`config.mk`:
```
export PLATFORM = sky130hd
export DESIGN_NAME = vfat_activity_shaper_flat
export DESIGN_NICKNAME = d
export VERILOG_FILES = /design/src/rtl/vfat_activity_shaper_if.sv /design/src/rtl/vfat_activity_shaper.sv /design/src/flat_wrapper.sv
export SDC_FILE = /design/constraint.sdc
export NUM_CORES = 1
export LEC_CHECK = 0
export CAP_MARGIN = 20
export CORE_ASPECT_RATIO = 1.4
export CORE_MARGIN = 1.5
export CORE_UTILIZATION = 25
export CTS_CLUSTER_DIAMETER = 150
export DETAILED_ROUTE_END_ITERATION = 6
export PLACE_DENSITY = 0.41
export SLEW_MARGIN = 20
export SYNTH_ARGS = -nofsm -noshare
export SYNTH_HDL_FRONTEND = slang
export SYNTH_SLANG_ARGS = --single-unit
```
`constraint.sdc`:
```
create_clock -name clock -period 4.3 [get_ports clock]
set_input_delay 1.29 -clock clock [delete_from_list [all_inputs] [get_ports clock]]
set_output_delay 1.29 -clock clock [all_outputs]
set_load 0.005 [all_outputs]
```
`src/rtl/vfat_activity_shaper_if.sv`:
```
// Bundles the raw VFAT S-bit inputs, shaping configuration and shaped activity outputs.
// The master drives stimulus and configuration; the slave (the shaper) drives activity and the onset count.
interface vfat_activity_shaper_if #(
  parameter int NUM_VFATS = 24,
  parameter int STRETCH_W = 4,
  parameter int DEAD_W    = 4,
  parameter int CNT_W     = 16
);
  logic [NUM_VFATS-1:0] vfat_or_i;
  logic [NUM_VFATS-1:0] mask_i;
  logic [STRETCH_W-1:0] stretch_len_i;
  logic [DEAD_W-1:0]    deadtime_i;
  logic                 cnt_reset_i;
  logic [NUM_VFATS-1:0] active_vfats_o;
  logic                 any_active_o;
  logic [CNT_W-1:0]     event_cnt_o;

  modport master (
    output vfat_or_i, mask_i, stretch_len_i, deadtime_i, cnt_reset_i,
    input  active_vfats_o, any_active_o, event_cnt_o
  );

  modport slave (
    input  vfat_or_i, mask_i, stretch_len_i, deadtime_i, cnt_reset_i,
    output active_vfats_o, any_active_o, event_cnt_o
  );
endinterface

```
`src/rtl/vfat_activity_shaper.sv`:
```
// Per-VFAT S-bit shaper: mask, non-retriggerable stretch, dead time, saturating onset count; latency 2 cycles.
// No backpressure: free-running at the 40 MHz fabric clock, every input cycle is consumed.
module vfat_activity_shaper #(
  parameter int NUM_VFATS = 24,
  parameter int STRETCH_W = 4,
  parameter int DEAD_W    = 4,
  parameter int CNT_W     = 16
) (
  input  logic                   clock,
  input  logic                   reset,
  vfat_activity_shaper_if.slave  bus
);

  localparam int CW = (STRETCH_W > DEAD_W) ? STRETCH_W : DEAD_W;

  typedef enum logic [1:0] {IDLE, ACTIVE, DEAD} state_t;

  logic [NUM_VFATS-1:0] in_q;
  state_t               state_q [NUM_VFATS];
  state_t               state_d [NUM_VFATS];
  logic [CW-1:0]        cnt_q   [NUM_VFATS];
  logic [CW-1:0]        cnt_d   [NUM_VFATS];
  logic [NUM_VFATS-1:0] rearm;
  logic [NUM_VFATS-1:0] onset;
  logic [NUM_VFATS-1:0] active;
  logic [CNT_W-1:0]     event_cnt_q;

  always_ff @(posedge clock) begin
    if (reset) begin
      in_q        <= '0;
      event_cnt_q <= '0;
      for (int n = 0; n < NUM_VFATS; n++) begin
        state_q[n] <= IDLE;
        cnt_q[n]   <= '0;
      end
    end else begin
      in_q <= bus.vfat_or_i & ~bus.mask_i;
      for (int n = 0; n < NUM_VFATS; n++) begin
        state_q[n] <= state_d[n];
        cnt_q[n]   <= cnt_d[n];
      end
      if (bus.cnt_reset_i)
        event_cnt_q <= '0;
      else if ((|onset) && (event_cnt_q != {CNT_W{1'b1}}))
        event_cnt_q <= event_cnt_q + CNT_W'(1);
    end
  end

  // A channel leaving a pulse or dead period is evaluated as IDLE in the same
  // cycle, so a held input retriggers with no extra idle cycle in between.
  always_comb begin
    rearm = '0;
    onset = '0;
    for (int n = 0; n < NUM_VFATS; n++) begin
      state_d[n] = state_q[n];
      cnt_d[n]   = cnt_q[n];
      case (state_q[n])
        IDLE: rearm[n] = 1'b1;
        ACTIVE: begin
          if (cnt_q[n] != '0) begin
            cnt_d[n] = cnt_q[n] - CW'(1);
          end else if (bus.deadtime_i != '0) begin
            state_d[n] = DEAD;
            cnt_d[n]   = CW'(bus.deadtime_i - DEAD_W'(1));
          end else begin
            rearm[n] = 1'b1;
          end
        end
        DEAD: begin
          if (cnt_q[n] != '0)
            cnt_d[n] = cnt_q[n] - CW'(1);
          else
            rearm[n] = 1'b1;
        end
        default: begin
          state_d[n] = IDLE;
          cnt_d[n]   = '0;
        end
      endcase
      if (rearm[n]) begin
        state_d[n] = IDLE;
        if (in_q[n]) begin
          state_d[n] = ACTIVE;
          cnt_d[n]   = CW'(bus.stretch_len_i);
          onset[n]   = 1'b1;
        end
      end
    end
  end

  always_comb begin
    active = '0;
    for (int n = 0; n < NUM_VFATS; n++)
      active[n] = (state_q[n] == ACTIVE);
  end

  assign bus.active_vfats_o = active;
  assign bus.any_active_o   = |active;
  assign bus.event_cnt_o    = event_cnt_q;

endmodule

```
`src/flat_wrapper.sv`:
```
// flat-port wrapper written by rule: the top's interface ports become plain ports
module vfat_activity_shaper_flat 
#(
  parameter int NUM_VFATS = 24,
  parameter int STRETCH_W = 4,
  parameter int DEAD_W    = 4,
  parameter int CNT_W     = 16
)
  (clock, reset, bus_vfat_or_i, bus_mask_i, bus_stretch_len_i, bus_deadtime_i, bus_cnt_reset_i, bus_active_vfats_o, bus_any_active_o, bus_event_cnt_o);
  vfat_activity_shaper_if #(.NUM_VFATS(NUM_VFATS), .STRETCH_W(STRETCH_W), .DEAD_W(DEAD_W), .CNT_W(CNT_W)) bus_i ();
  input  logic clock;
  input  logic reset;
  input wire logic [$bits(bus_i.vfat_or_i)-1:0] bus_vfat_or_i;
  input wire logic [$bits(bus_i.mask_i)-1:0] bus_mask_i;
  input wire logic [$bits(bus_i.stretch_len_i)-1:0] bus_stretch_len_i;
  input wire logic [$bits(bus_i.deadtime_i)-1:0] bus_deadtime_i;
  input wire logic [$bits(bus_i.cnt_reset_i)-1:0] bus_cnt_reset_i;
  output wire logic [$bits(bus_i.active_vfats_o)-1:0] bus_active_vfats_o;
  output wire logic [$bits(bus_i.any_active_o)-1:0] bus_any_active_o;
  output wire logic [$bits(bus_i.event_cnt_o)-1:0] bus_event_cnt_o;
  assign bus_i.vfat_or_i = bus_vfat_or_i;
  assign bus_i.mask_i = bus_mask_i;
  assign bus_i.stretch_len_i = bus_stretch_len_i;
  assign bus_i.deadtime_i = bus_deadtime_i;
  assign bus_i.cnt_reset_i = bus_cnt_reset_i;
  assign bus_active_vfats_o = bus_i.active_vfats_o;
  assign bus_any_active_o = bus_i.any_active_o;
  assign bus_event_cnt_o = bus_i.event_cnt_o;
  vfat_activity_shaper #(.NUM_VFATS(NUM_VFATS), .STRETCH_W(STRETCH_W), .DEAD_W(DEAD_W), .CNT_W(CNT_W)) u_core (.clock(clock), .reset(reset), .bus(bus_i));
endmodule
```
# Word level (Yosys, flattened, before mapping)
# Memory sizes are Yosys's and may differ from the RTL's.
# Index checks and enable logic that the tools add are counted.
[classes]
n_addsub = 26
n_eq_ne = 49
mux = 436
bitwise_logic = 50
n_reduce_logical = 77
[ops]
columns = ["cell", "n"]
rows = [
  ["2-to-1 mux 4 bit", 144],
  ["one-hot mux 4 bit (3 select lines)", 24],
  ["2-to-1 mux 2 bit", 96],
  ["2-to-1 mux 1 bit", 124],
  ["nonzero test 4 bit", 25],
  ["subtractor 4 x 1 -> 4 bit, second input constant", 25],
  ["one-hot mux 2 bit (2 select lines)", 24],
  ["one-hot mux 1 bit (3 select lines)", 24],
  ["OR reduction 2 bit", 25],
  ["equality test 2 x 1 -> 1 bit, second input constant", 24],
  ["equality test 2 bit, second input constant", 24],
  ["logical NOT 2 bit", 24],
  ["bitwise OR 1 bit", 48],
  ["OR reduction 24 bit", 2],
  ["bitwise AND 24 bit", 1],
  ["inverter 24 bit", 1],
  ["adder 16 x 1 -> 16 bit, second input constant", 1],
  ["inequality test 16 bit, second input constant", 1],
  ["logical AND 1 bit", 1],
]
[word_totals]
register_bits = 40
ramBits = 144
inputBits = 59
memories = 2
[memory_table]
columns = ["memory", "depth", "width", "read_ports", "rd_ports_with_merged_regs", "write_ports", "line_no", "rtl"]
rows = [
  ["u_core.cnt_q", 24, 4, 24, 0, 24, "vfat_activity_shaper.sv:21", "logic [CW-1:0] cnt_q [NUM_VFATS];"],
  ["u_core.state_q", 24, 2, 24, 0, 24, "vfat_activity_shaper.sv:19", "state_t state_q [NUM_VFATS];"],
]

# Depth between registers and ports, before layout
[logic_depth]
word_depth = 7
mapped_depth = 14
ltp_nobuf = 10

# Worst setup path before layout
# No wires, ideal clock.
[synth_path]
path_kind = "input port to flip-flop"
startpoint = "input bus_deadtime_i[0]"
endpoint = "register u_core.event_cnt_q[13] (netlist: u_core.bus.event_cnt_o[13])"
arrival_time_ns = 3.604
required_ns = 4.230
slack_ns = 0.625
stages = 12
path_cell_list = "inv_1 ha_1 or3b_1 buf_6 buf_6 nor3_1 o21ai_2 and3_1 and4_1 buf_6 or4_1 a21oi_1"
[synth_between]
elab_chain_len = 7
[synth_rtl]
columns = ["item", "line_no", "rtl"]
rows = [
  ["start, declared", "flat_wrapper.sv:16", "input wire logic [$bits(bus_i.deadtime_i)-1:0] bus_deadtime_i;"],
  ["nonzero test 4 bit (*)", "vfat_activity_shaper.sv:62", "end else if (bus.deadtime_i != '0) begin"],
  ["2-to-1 mux 1 bit (*)", "vfat_activity_shaper.sv:62", ""],
  ["2-to-1 mux 1 bit", "vfat_activity_shaper.sv:60", "if (cnt_q[n] != '0) begin"],
  ["one-hot mux 1 bit (3 select lines)", "vfat_activity_shaper.sv:57", "case (state_q[n])"],
  ["2-to-1 mux 1 bit", "vfat_activity_shaper.sv:80", "if (rearm[n]) begin"],
  ["OR reduction 24 bit (*)", "vfat_activity_shaper.sv:44", "else if ((|onset) && (event_cnt_q != {CNT_W{1'b1}}))"],
  ["logical AND 1 bit (*)", "vfat_activity_shaper.sv:44", ""],
  ["end signal, assigned", "vfat_activity_shaper.sv:45", "event_cnt_q <= event_cnt_q + CNT_W'(1);"],
  ["end, declared", "vfat_activity_shaper.sv:26", "logic [CNT_W-1:0] event_cnt_q;"],
]
# Every way passes the cells marked *; elsewhere a longest branch is shown, timed or not.
# A chain may end at the register's enable or synchronous reset.

==> summary.md <==
| Metric | Value |
|---|---|
| GP Congestion | 0.782 |
| Total track usage | 0.176 |
| Net Sw Power | 2.28 mW |
| Initial antenna violation count | 1 |
| DIE AREA | 0.0500 mm^2 |
| Slew Limit Fails | 0 |
| Vias per cell | 5.22 |
| Critical path required time | between 3000 and 4000 ps |
| Nets | 1910 |
| Initial Util | 0.253 |
| Clock-pin transition on the worst setup and hold timing paths | 70 ps |
| Post-Place Worst Slack | -71.6 ps |
| Crit path buf inv count | 1 |
| Site Rows | 95 |
| Synth async-reset ratio | 0 |
| Crit path largest cell delay | 600 ps |
| Peak VDD IR | roughly 0.3 mV |
| Worst path slowest cell | nor4_1 |
| Delay-heaviest family, CP | simple AND/OR/NAND/NOR gates |
| Power density relative to cell area | about 410 mW/mm^2 |
| Via count | 12.9k |
| Fraction of layout cells with a size suffix above 1 | 0.0877 |
| Cts hold-fix bufs | 0 |
| Final Skew | 9.72 ps |
| Worst Tran Pin Value | 923 ps |
| Max-cap violations | 0 |
| CTS Sinks | 184 |
| Register share of total power | 0.363 |
| Crit path cell chain | nor2b_1 > nor4_1 > and4_1 > nand3_1 > clkdlybuf4s50_1 |
| Root buf cell | clkbuf_16 |
| Die width | 189 um |
| Height of the die | 264 um |
| Yosys cell types | between 60 and 70 |
| Startpoint types | flop |
| I/O Buffers | 99 |
| CTS tree | done |
| Sw Share | 0.379 |
| Clock buffer depth | 2 |
| Commonest non-fill, non-tap cell in the layout | nor2_1 |
| #FFs+latches synth | 184 |
| Post-route insts no fill | 2467 |
| TritonRoute pass-1 iters | 4 |
| Synthesized instance count | around 1.7k |
| CTS Buf Count | 17 |
| Core ar. | 0.0480 mm^2 |
| Worst Path Arrival | 2720 ps |
| Post-synth EDFFs | 0 |
| Resized Gates After CTS | 0 |
| Final setup viols | 0 |
| WL final | 43600 um |
| Worst min-delay path class | flop to flop |
| H-tree depth | 4 |
| Routed Antenna Nets | 0 |
| Lkg Pwr | 5.22 nW |
| Slew headroom | 0.380 |
| Tmin final | 4010 ps |
| Skew-Pair Late Insertion Delay | 470 ps |
| Internal | 3.74 mW |
| Setup TNS | 0 ps |
| Final hold violations | 0 |
| Starting DRT DRC Count | around 750 |
| Final WS setup | 289 ps |
| CP Class | flop to output port |
| Status | finished clean |
| Largest net degree at the start of global routing | 64 |
| Sequential cell area fraction in the yosys report | 0.303 |
| Peak Freq | 249 MHz |
| Routed WL per cell | 17.7 um |
| First-pass GRT wire length | just under 70000 um |
| Mapped cell area | 0.0122 mm^2 |
| Syn Area/Cell | about 7 um^2 |
| Area Growth Syn to Fin | 21.3% |
| Vias in the first global route | 11.7k |
| Post-synth top flop | dfxtp_1 |
| CP Max Fanout | 11 |
| Leading cell types in the layout, fill and taps excluded | nor2_1 (265), a21oi_1 (224), dfxtp_1 (184) |
| Clock share of power | 0.281 |
| Net Count, Synth | 1831 |
| Drt drc | 0 |
| Combinational Power Share | 0.356 |
| Yosys warnings | 0 |
| Post-CTS Setup Repair Bufs | 0 |
| IO Count | 100 |
| Placed cells | between 2k and 2.5k |
| Post-DP HPWL | 29400 um |
| Total gr overflow | 0 |
| Unrepaired setup endpoints after global routing | no |
| Crit share post-route | 0.933 |
| Crit end category | output port |
kinds of logic after synthesis:
family / synth area share
buf+inv: 0.0657
flops: 0.303
mux: 0.0133
xor+xnor: 0.0101
fa+ha+maj: 0.0327
compound gates: 0.306
simple gates: 0.270
flip-flops by register name, summed over array words and instances, names as in the netlist:
signal,count
u_core.bus.event_cnt_o,16
u_core.cnt_q,96
u_core.state_q,48
u_core.in_q,24
cells in the mapped netlist, types with 8 or more instances:
cell | n | area share
o21ai_0 | 173 | 0.071
and3_1 | 9 | 0.0046
o211ai_1 | 17 | 0.010
a31oi_1 | 37 | 0.019
nand4_1 | 10 | 0.0051
nor3b_1 | 44 | 0.027
a221oi_1 | 8 | 0.0058
dfxtp_1 | 184 | 0.30
o221a_2 | 8 | 0.0074
a21oi_1 | 224 | 0.092
nor2b_1 | 42 | 0.022
nand2_1 | 106 | 0.033
nand2b_1 | 12 | 0.0062
o221ai_1 | 23 | 0.017
nor4_1 | 12 | 0.0062
a22oi_1 | 20 | 0.012
buf_2 | 8 | 0.0033
a211oi_1 | 43 | 0.027
ha_1 | 27 | 0.028
or3_1 | 19 | 0.0098
nor3_1 | 84 | 0.035
inv_1 | 73 | 0.023
nor2_1 | 268 | 0.083
o21ai_1 | 14 | 0.0058
mux2i_1 | 15 | 0.012
or3b_2 | 21 | 0.015
clkbuf_1 | 108 | 0.033
o31ai_1 | 15 | 0.0093
nand3_1 | 27 | 0.011
metal layers:
metal	wire, um	up-vias	GRT usage
met2	21900	234	0.309
met5	12	-	0
met3	1390	43	0.0236
li1	-	6472	-
met4	1030	2	0.0633
met1	19300	6122	0.217
area by class of cell:
type / instances / area, um^2
well taps: 630 / 788
clock inverters: 8 / 121
diodes: 1 / 2.50
inverters: 73 / 274
fillers: 5171 / 33300
clock buffers: 23 / 468
repair buffers: 187 / 1720
flip-flops and latches: 184 / 3680
multi-input cells: 1361 / 7700
tightest hold or removal path: stages (launching register included):
cell	delay, ps
dfxtp_1	330
o21ai_0	70
a21oi_1	60
path summary, 6_finish.rpt:
check	start	end	slack (ps)	depth (start not counted)
worst min-delay path	u_core.bus.event_cnt_o[8]	u_core.bus.event_cnt_o[8]	500	2
worst max register to register	u_core.cnt_q[16][0]	u_core.bus.event_cnt_o[7]	1240	10
worst max-delay path	u_core.state_q[22][1]	bus_any_active_o	290	5
worst min register to register	u_core.bus.event_cnt_o[8]	u_core.bus.event_cnt_o[8]	500	2
power by group through the flow:
| stage | Combinational, mW | Sequential, mW | Clock (mW) |
|---|---|---|---|
| 5_1_grt | 2.43 | 2.23 | 1.80 |
| 6_report | 2.14 | 2.18 | 1.69 |
| 3_5_place_dp | 2.14 | 2.22 | 0 |
| 3_3_place_gp | 2.13 | 2.22 | 0 |
| 4_1_cts | 2.15 | 2.18 | 1.75 |
| 2_1_floorplan | 1.64 | 2.10 | 0 |
through the flow:
step	util	hold WS, ps	area, um^2	total power [mW]
after floorplan	-	450	12200	3.75
after global placement	0.295	484	14200	4.35
after detailed placement	0.295	493	14200	4.36
after CTS	0.307	503	14700	6.08
after global routing	0.307	530	14700	6.46
final	0.307	505	14800	6.02
Note: power is estimated with default switching activity, not from simulation.
